### src/rtl/vote_pkg.sv
// vote_pkg: state encoding and count-width helper shared by the vote collector.
package vote_pkg;
  typedef enum logic {COLLECT = 1'b0, RESULT = 1'b1} state_t;
  function automatic int cw(input int n);
    return $clog2(n + 1);
  endfunction
endpackage

### src/rtl/majority_n_bit.sv
// majority_n_bit: combinational N-bit majority voter, F=1 iff more than N/2 inputs are set.
module majority_n_bit #(
  parameter int N = 5
) (
  input  logic [N-1:0] A,
  output logic         F
);
  assign F = $countones(A) > N / 2;
endmodule

### src/rtl/majority_vote_collector.sv
// majority_vote_collector: packs N serial votes into a window and reports count and majority.
module majority_vote_collector
  import vote_pkg::*;
#(
  parameter int N = 5
) (
  input  logic             clk,
  input  logic             rst,
  input  logic             clear,
  input  logic             vote_valid,
  input  logic             vote_bit,
  output logic             vote_ready,
  output logic             res_valid,
  input  logic             res_ready,
  output logic [N-1:0]     res_votes,
  output logic [cw(N)-1:0] res_count,
  output logic             res_majority
);
  localparam int CW = cw(N);
  localparam int IW = (N > 1) ? $clog2(N) : 1;
  if (N < 1) begin : g_bad_n
    $error("majority_vote_collector: N must be >= 1");
  end
  state_t          r_state, w_state_next;
  logic [IW-1:0]   r_idx;
  logic [N-1:0]    r_window, w_window_next, r_res_votes;
  logic [CW-1:0]   r_count, w_count_next, r_res_count;
  logic            r_res_majority, w_accept, w_last;
  assign vote_ready   = (r_state == COLLECT) && !clear;
  assign w_accept     = vote_valid && vote_ready;
  assign w_last       = r_idx == IW'(N - 1);
  assign w_count_next = r_count + CW'(vote_bit);
  assign res_valid    = r_state == RESULT;
  assign res_votes    = r_res_votes;
  assign res_count    = r_res_count;
  assign res_majority = r_res_majority;
  always_comb begin
    w_window_next        = r_window;
    w_window_next[r_idx] = vote_bit;
    w_state_next = (r_state == COLLECT) ? ((w_accept && w_last) ? RESULT : COLLECT)
                                        : (res_ready ? COLLECT : RESULT);
  end
  always_ff @(posedge clk) begin
    if (rst) r_state <= COLLECT;
    else     r_state <= w_state_next;
  end
  // Window and count are zeroed as the round closes, so the next round starts clean.
  always_ff @(posedge clk) begin
    if (rst) begin
      r_idx          <= '0;
      r_window       <= '0;
      r_count        <= '0;
      r_res_votes    <= '0;
      r_res_count    <= '0;
      r_res_majority <= 1'b0;
    end else if (r_state == COLLECT && clear) begin
      r_idx    <= '0;
      r_window <= '0;
      r_count  <= '0;
    end else if (w_accept) begin
      r_idx    <= w_last ? '0 : r_idx + 1'b1;
      r_window <= w_last ? '0 : w_window_next;
      r_count  <= w_last ? '0 : w_count_next;
      if (w_last) begin
        r_res_votes    <= w_window_next;
        r_res_count    <= w_count_next;
        r_res_majority <= w_count_next > CW'(N / 2);
      end
    end
  end
`ifndef SYNTHESIS
  logic w_chk_majority;
  majority_n_bit #(.N(N)) u_chk (.A(r_res_votes), .F(w_chk_majority));
  a_majority_xcheck: assert property (@(posedge clk) disable iff (rst)
    res_valid |-> (w_chk_majority == r_res_majority))
    else $error("majority cross-check disagrees with registered result");
`endif
endmodule

### config.mk
export PLATFORM = sky130hd
export DESIGN_NAME = majority_vote_collector
export DESIGN_NICKNAME = d
export VERILOG_FILES = /design/src/rtl/vote_pkg.sv /design/src/rtl/majority_n_bit.sv /design/src/rtl/majority_vote_collector.sv
export SDC_FILE = /design/constraint.sdc
export NUM_CORES = 1
export LEC_CHECK = 0
export CAP_MARGIN = 40
export CORE_MARGIN = 1
export CORE_UTILIZATION = 40
export DETAILED_ROUTE_END_ITERATION = 16
export DONT_BUFFER_PORTS = 1
export PLACE_DENSITY = 0.53
export SYNTH_ARGS = -nofsm -noshare
export SYNTH_HDL_FRONTEND = slang
export SYNTH_SLANG_ARGS = --single-unit
### constraint.sdc
create_clock -name clk -period 1.7 [get_ports clk]
set_input_delay 0.425 -clock clk [delete_from_list [all_inputs] [get_ports clk]]
set_output_delay 0.425 -clock clk [all_outputs]
set_load 0.02 [all_outputs]
==> run_results.csv, run 1 <==
group,metric,value,unit
route,num_vias,851,
setup_path,cp-endpoint,"vote_ready",
global_route,grt_pass1_wl,3560,µm
sta,post-route-period-util,93.2,%
logic_synthesis,synth_compound_area_share,21.7,%
sta,drv_slew,0,
setup_path,worst-path-max-fanout,4,
sta,max-slew-margin-rel,71.1,%
logic_synthesis,yosys_warnings,0,
clock_network,cts-root-to-sink-buffers,2,
layout,area_growth,5.49,%
run,maxCapViolations,0,
global_route,grt_pass1_vias,773,
layout,fin_area,1060,µm²
logic_synthesis,netlist.area_leader.share,41.9,%
setup_path,start_kind,"register",
setup_path,reg2reg_from,"r_idx[1]$_SDFFE_PP0P_",
logic_synthesis,yosys-top-cells-area,"dfxtp_1, a21oi_1, ha_1",
layout,layout_commonest_cell,"dfxtp_1",
sta,worst_slack,116,ps
logic_synthesis,yosys.area.top_type,"dfxtp_1",
logic_synthesis,synth_fp_nets,125,
clock_network,ctsHoldBuffers,0,
status,status,"complete, no violations",
sta,finalSetupViolCount,0,
logic_synthesis,syn_area_per_cell,8.73,µm²
sta,max_clock_freq,631,MHz
setup_path,end_kind,"output port",
layout,num-nets-final,128,
layout,fillers,240,
setup_path,r2r_cells,5,
hold_path,min_path_type,"in -> reg",
logic_synthesis,synthMuxAreaShare,0.998,%
setup_path,r2r_end,"res_votes[4]$_SDFFE_PP0P_",
logic_synthesis,synth_area,1000,µm²
logic_synthesis,synth-seq-area-share,41.9,%
clock_network,path_clk_slew,120,ps
die,fp.dieH,52.1,µm
logic_synthesis,ys_ff_latch,21,
logic_synthesis,syn-instance-count,115,
setup_path,startpoint,"res_valid$_SDFF_PP0_",
clock_network,htreeDepth,1,
route,wl,2240,µm
clock_network,ctsResizeCount,0,
die,rows,17,
placement,placed_area,1030,µm²
route,first_pass_iters,4,
layout,drive_above_1_share,11.1,%
sta,skew,3.24,ps
clock_network,clk-insertion-delay-late,310,ps
route,vias_per_cell,5.87,
clock_network,cts_buffers,3,
sta,final.setup.tns,0,ps
die,core-area,2300,µm²
setup_path,critPathKind,"reg -> out",
logic_synthesis,synth_xor_area_share,1.75,%
clock_network,cts_setup_buffers,0,
die,io_pins,17,
placement,place_congestion,0.819,
die,dieArea,2710,µm²
sta,rsz0062_at_grt,"no",
placement,dp_hpwl,1580,µm
clock_network,cts_tree,"done",
route,drtAntennaViolNets,0,
setup_path,cp.required,1270,ps
die,fp.dieW,52.1,µm
placement,place_ws,184,ps
setup_path,critPathArrivalTime,1160,ps
layout,final_cell_mix,"dfxtp_1, a21oi_1, nand3_1, inv_1",
layout,regArea,420,µm²
die,initial_core_util,43.7,%
power_and_ir_drop,p_total,0.794,mW
route,wl_per_cell,15.4,µm
clock_network,cts.sinks,21,
placement,io_buffers,0,
setup_path,rrSetupSlack,130,ps
route,drtIter0Drc,12,
layout,num_antenna_cells,0,
power_and_ir_drop,leakagePower,0.356,nW
global_route,antenna_found_initial,0,
global_route,grt_max_degree,23,
global_route,globalRouteTotalUtil,18.6,%
power_and_ir_drop,power_density,750,nW/µm²
logic_synthesis,synth_top_family_by_area,"simple AND/OR/NAND/NOR gates",
sta,hold_viol,0,
logic_synthesis,yosys.area_share.adder,4.99,%
layout,multi_input_area,515,µm²
power_and_ir_drop,vdd_drop_max,0.384,mV
logic_synthesis,yosysUniqueCellTypes,35,
global_route,grt.overflow.total,0,
sta,worst_pin_slew,433,ps
sta,post-route-min-period,1580,ps
clock_network,cts_root_buf,"clkbuf_4",
route,drc,0,
logic_synthesis,yosys.area_share.simple,21.9,%
-- synth_stat cells --
library cell / instances
buf_2: 3
a21o_1: 1
nand4_1: 4
dfxtp_1: 21
a2bb2oi_1: 1
o221ai_1: 4
inv_1: 8
mux2i_1: 1
o21bai_1: 1
nor3_1: 2
nor2_2: 1
nand3b_1: 2
nand3_1: 9
o21ai_0: 2
o22ai_1: 1
nand2_1: 6
nor2_1: 4
ha_1: 4
a211oi_1: 2
a311oi_1: 1
or3b_1: 3
clkbuf_1: 1
buf_6: 1
nor3_2: 1
a21oi_1: 16
nand4b_1: 1
buf_4: 1
or3_1: 1
xor2_1: 1
nor3b_2: 1
a21oi_2: 1
or3b_4: 1
o21ai_1: 6
and2_1: 1
xnor2_1: 1
-- state kept, by name, summed over array words and instances, names as in the netlist --
name / flops
res_valid: 1
r_idx: 3
res_majority: 1
res_votes: 5
r_window: 5
r_count: 3
res_count: 3
-- where the power goes --
group	switching (mW)	internal, mW	leakage (nW)
clock	0.157	0.0880	0.0177
combinational	0.0337	0.0188	0.169
sequential	0.00216	0.495	0.169
total	0.193	0.601	0.356
-- cell type report --
cell class,instances,area share [%]
Clock buffer,3,2.13
Timing Repair Buffer,4,2.84
Tap cell,28,3.31
Clock inverter,1,0.473
Multi-Input combinational cell,80,48.7
Sequential cell,21,39.7
Inverter,8,2.84
-- per-stage QoR --
step                      util [%]  hold slack (ps)  std cells
after floorplan                  -              429        115
after global placement        44.9              447        141
after detailed placement      44.9              447        141
after CTS                     46.1              148        145
after global routing          46.1              126        145
final                         46.1              165        145
-- metal layers --
layer	share of wire, %	global-route usage, %
met4	1.1	6.76
met5	0	0
met2	44	28.2
met3	7.5	8.19
met1	47	22.9
-- worst max-delay path: stages (launching register included) --
cell     delay, ps
dfxtp_1        360
buf_4          170
nor2_1         310
-- kinds of logic after synthesis --
logic type | count (synthesis)
xor gates and xnor gates | 2
buffers and inverters | 14
AOI/OAI and AO/OA | 36
adders and majority gates | 4
and+or+nand+nor | 37
muxes | 1
DFF | 21
-- how the worst min path moves through the flow --
stage,from,to,slack [ps],cells past startpoint
2_1_floorplan,r_window[3]$_SDFFE_PP0P_,r_window[3]$_SDFFE_PP0P_,430,2
3_3_place_gp,r_window[3]$_SDFFE_PP0P_,r_window[3]$_SDFFE_PP0P_,450,2
3_5_place_dp,r_window[3]$_SDFFE_PP0P_,r_window[3]$_SDFFE_PP0P_,450,2
4_1_cts,rst,res_votes[1]$_SDFFE_PP0P_,150,1
5_1_grt,rst,res_votes[1]$_SDFFE_PP0P_,130,1
6_report,rst,res_valid$_SDFF_PP0_,160,1
(Power assumes the default switching activity.)
==> run 2: changes to the inputs <==
- SKIP_LAST_GASP: default -> 1
==> results of run 2 <==
Same layout as run 1: the final DEF is identical, and so are final timing and power.
==> run 3: changes to the inputs <==
- CAP_MARGIN: 40 -> default
- CELL_PAD_IN_SITES_DETAIL_PLACEMENT: default -> 1
- CELL_PAD_IN_SITES_GLOBAL_PLACEMENT: default -> 1
- CORE_UTILIZATION: 40 -> 45
- PLACE_DENSITY: 0.53 -> 0.74
==> run 3 against run 2 <==
Net effect: clock skew rose by 5.2 ps; fmax rose by 2.1%; power fell by 0.19%; count of clock-buffer cells in the layout did not move; core utilization rose by 6.4 points; non-clock buffer count fell by 2; first-iteration DRC count fell by 58%; global-route usage rose by 4.3 points; clock power fell by 2%; sequential share of layout area rose by 0.14 points; combinational power rose by 4.0%; largest power group unchanged.
==> run_results.csv, run 3 (synthesis results as in run 1) <==
group,metric,value,unit
setup_path,critPathArrivalTime,1130,ps
layout,final_cell_mix,"dfxtp_1, a21oi_1, nand3_1, inv_1, o21ai_1",
route,vias_per_cell,5.90,
power_and_ir_drop,power_switching,0.189,mW
route,wl,2440,µm
layout,num_antenna_cells,0,
placement,dp_hpwl,1800,µm
placement,io_buffers,0,
sta,drv_slew,0,
setup_path,critPathKind,"reg -> out",
global_route,antenna_found_initial,0,
setup_path,end_kind,"output port",
layout,drive_above_1_share,13.0,%
clock_network,cts-root-to-sink-buffers,2,
setup_path,worst-path-max-fanout,6,
sta,final.setup.tns,0,ps
power_and_ir_drop,clockPowerShare,30.2,%
setup_path,start_kind,"register",
die,dieArea,2420,µm²
power_and_ir_drop,sequentialPowerShare,62.9,%
status,status,"complete, no violations",
die,fp.dieW,49.2,µm
power_and_ir_drop,vdd_drop_max,0.669,mV
layout,regArea,423,µm²
global_route,grt_pass1_wl,4230,µm
placement,place_ws,75.0,ps
clock_network,cts_tree,"done",
sta,finalSetupViolCount,0,
clock_network,htreeDepth,1,
sta,post-route-period-util,91.3,%
setup_path,cp_top_family,"flip-flops",
global_route,globalRouteTotalUtil,22.9,%
sta,post-route-min-period,1550,ps
die,initial_core_util,49.6,%
power_and_ir_drop,p_total,0.793,mW
setup_path,worst_path_max_delay_cell,"dfxtp_1",
clock_network,clk-insertion-delay-late,310,ps
layout,layout_commonest_cell,"dfxtp_1",
route,first_pass_iters,4,
layout,fin_area,1060,µm²
hold_path,min_path_type,"in -> reg",
route,drtIter0Drc,5,
sta,hold_viol,0,
die,io_pins,17,
setup_path,cp.required,1270,ps
clock_network,cts.sinks,21,
route,drtAntennaViolNets,0,
layout,num-nets-final,126,
die,rows,16,
setup_path,cp.buffers_inverters,0,
sta,worst_pin_slew,422,ps
route,drc,0,
route,wl_per_cell,17.2,µm
placement,place_congestion,0.807,
clock_network,cts_root_buf,"clkbuf_4",
power_and_ir_drop,leakagePower,0.351,nW
die,core-area,2020,µm²
clock_network,path_clk_slew,120,ps
sta,max_clock_freq,644,MHz
layout,multi_input_area,519,µm²
global_route,grt.overflow.total,0,
sta,max-slew-margin-rel,71.8,%
clock_network,cts_buffers,3,
sta,worst_slack,148,ps
route,num_vias,838,
global_route,grt_max_degree,23,
setup_path,slowest_delay,450,ps
die,fp.dieH,49.2,µm
sta,skew,8.48,ps
power_and_ir_drop,comb_power_share,6.9,%
power_and_ir_drop,power_density,747,nW/µm²
clock_network,cts_setup_buffers,0,
sta,rsz0062_at_grt,"no",
power_and_ir_drop,p_int,0.604,mW
layout,area_growth,5.74,%
placement,placed_area,1030,µm²
layout,fillers,262,
power_and_ir_drop,switching_share,23.9,%
global_route,grt_pass1_vias,896,
run,maxCapViolations,0,
setup_path,crit_path_cell_trace,"nor2_1",
## run 3: cell types whose count changed in the layout (fill, tap and decap cells not counted), sizes merged
| cell | previous run | this run |
|---|---|---|
| buf | 4 | 2 |
## run 3: final cells by class
cell class,count,share of cell area (%)
Sequential cell,21,39.9
Clock buffer,3,2.12
Clock inverter,1,0.472
Inverter,8,2.83
Tap cell,27,3.18
Multi-Input combinational cell,80,48.9
Timing Repair Buffer,2,2.59
## run 3: worst paths after layout
check | depth (start not counted) | from | slack (ps) | end
min | 1 | rst | 170 | res_votes[4]$_SDFFE_PP0P_
min reg2reg | 2 | r_count[0]$_SDFFE_PP0P_ | 470 | r_count[0]$_SDFFE_PP0P_
max | 1 | res_valid$_SDFF_PP0_ | 150 | vote_ready
max reg2reg | 5 | r_idx[0]$_SDFFE_PP0P_ | 220 | r_window[4]$_SDFFE_PP0P_
## run 3: timing repair
action | 4_1_cts | 5_1_grt
resized for setup | 0 | 4
endpoints found under the setup margin | 0 | 17
hold buffers | 0 | 0
## run 3: layer usage
layer / track usage (%) / wire length (µm) / vias up
met5: 0 / 0 / -
met4: 2.94 / 10 / 0
li1: - / - / 416
met3: 5.92 / 102 / 2
met1: 28.6 / 1140 / 400
met2: 40.0 / 1190 / 20
## run 3: power groups by stage
stage	sequential, mW	clock, mW	combinational [mW]
6_report	0.499	0.240	0.0546
5_1_grt	0.499	0.263	0.0605
4_1_cts	0.498	0.249	0.0552
3_5_place_dp	0.509	0	0.0548
3_3_place_gp	0.509	0	0.0524
2_1_floorplan	0.508	0	0.0432
## run 3: through the flow
| stage | util, % | instances | hold slack, ps |
|---|---|---|---|
| 2_1_floorplan | - | 115 | 429 |
| 3_3_place_gp | 50.8 | 138 | 440 |
| 3_5_place_dp | 50.8 | 138 | 449 |
| 4_1_cts | 52.2 | 142 | 160 |
| 5_1_grt | 52.5 | 142 | 149 |
| 6_report | 52.5 | 142 | 167 |
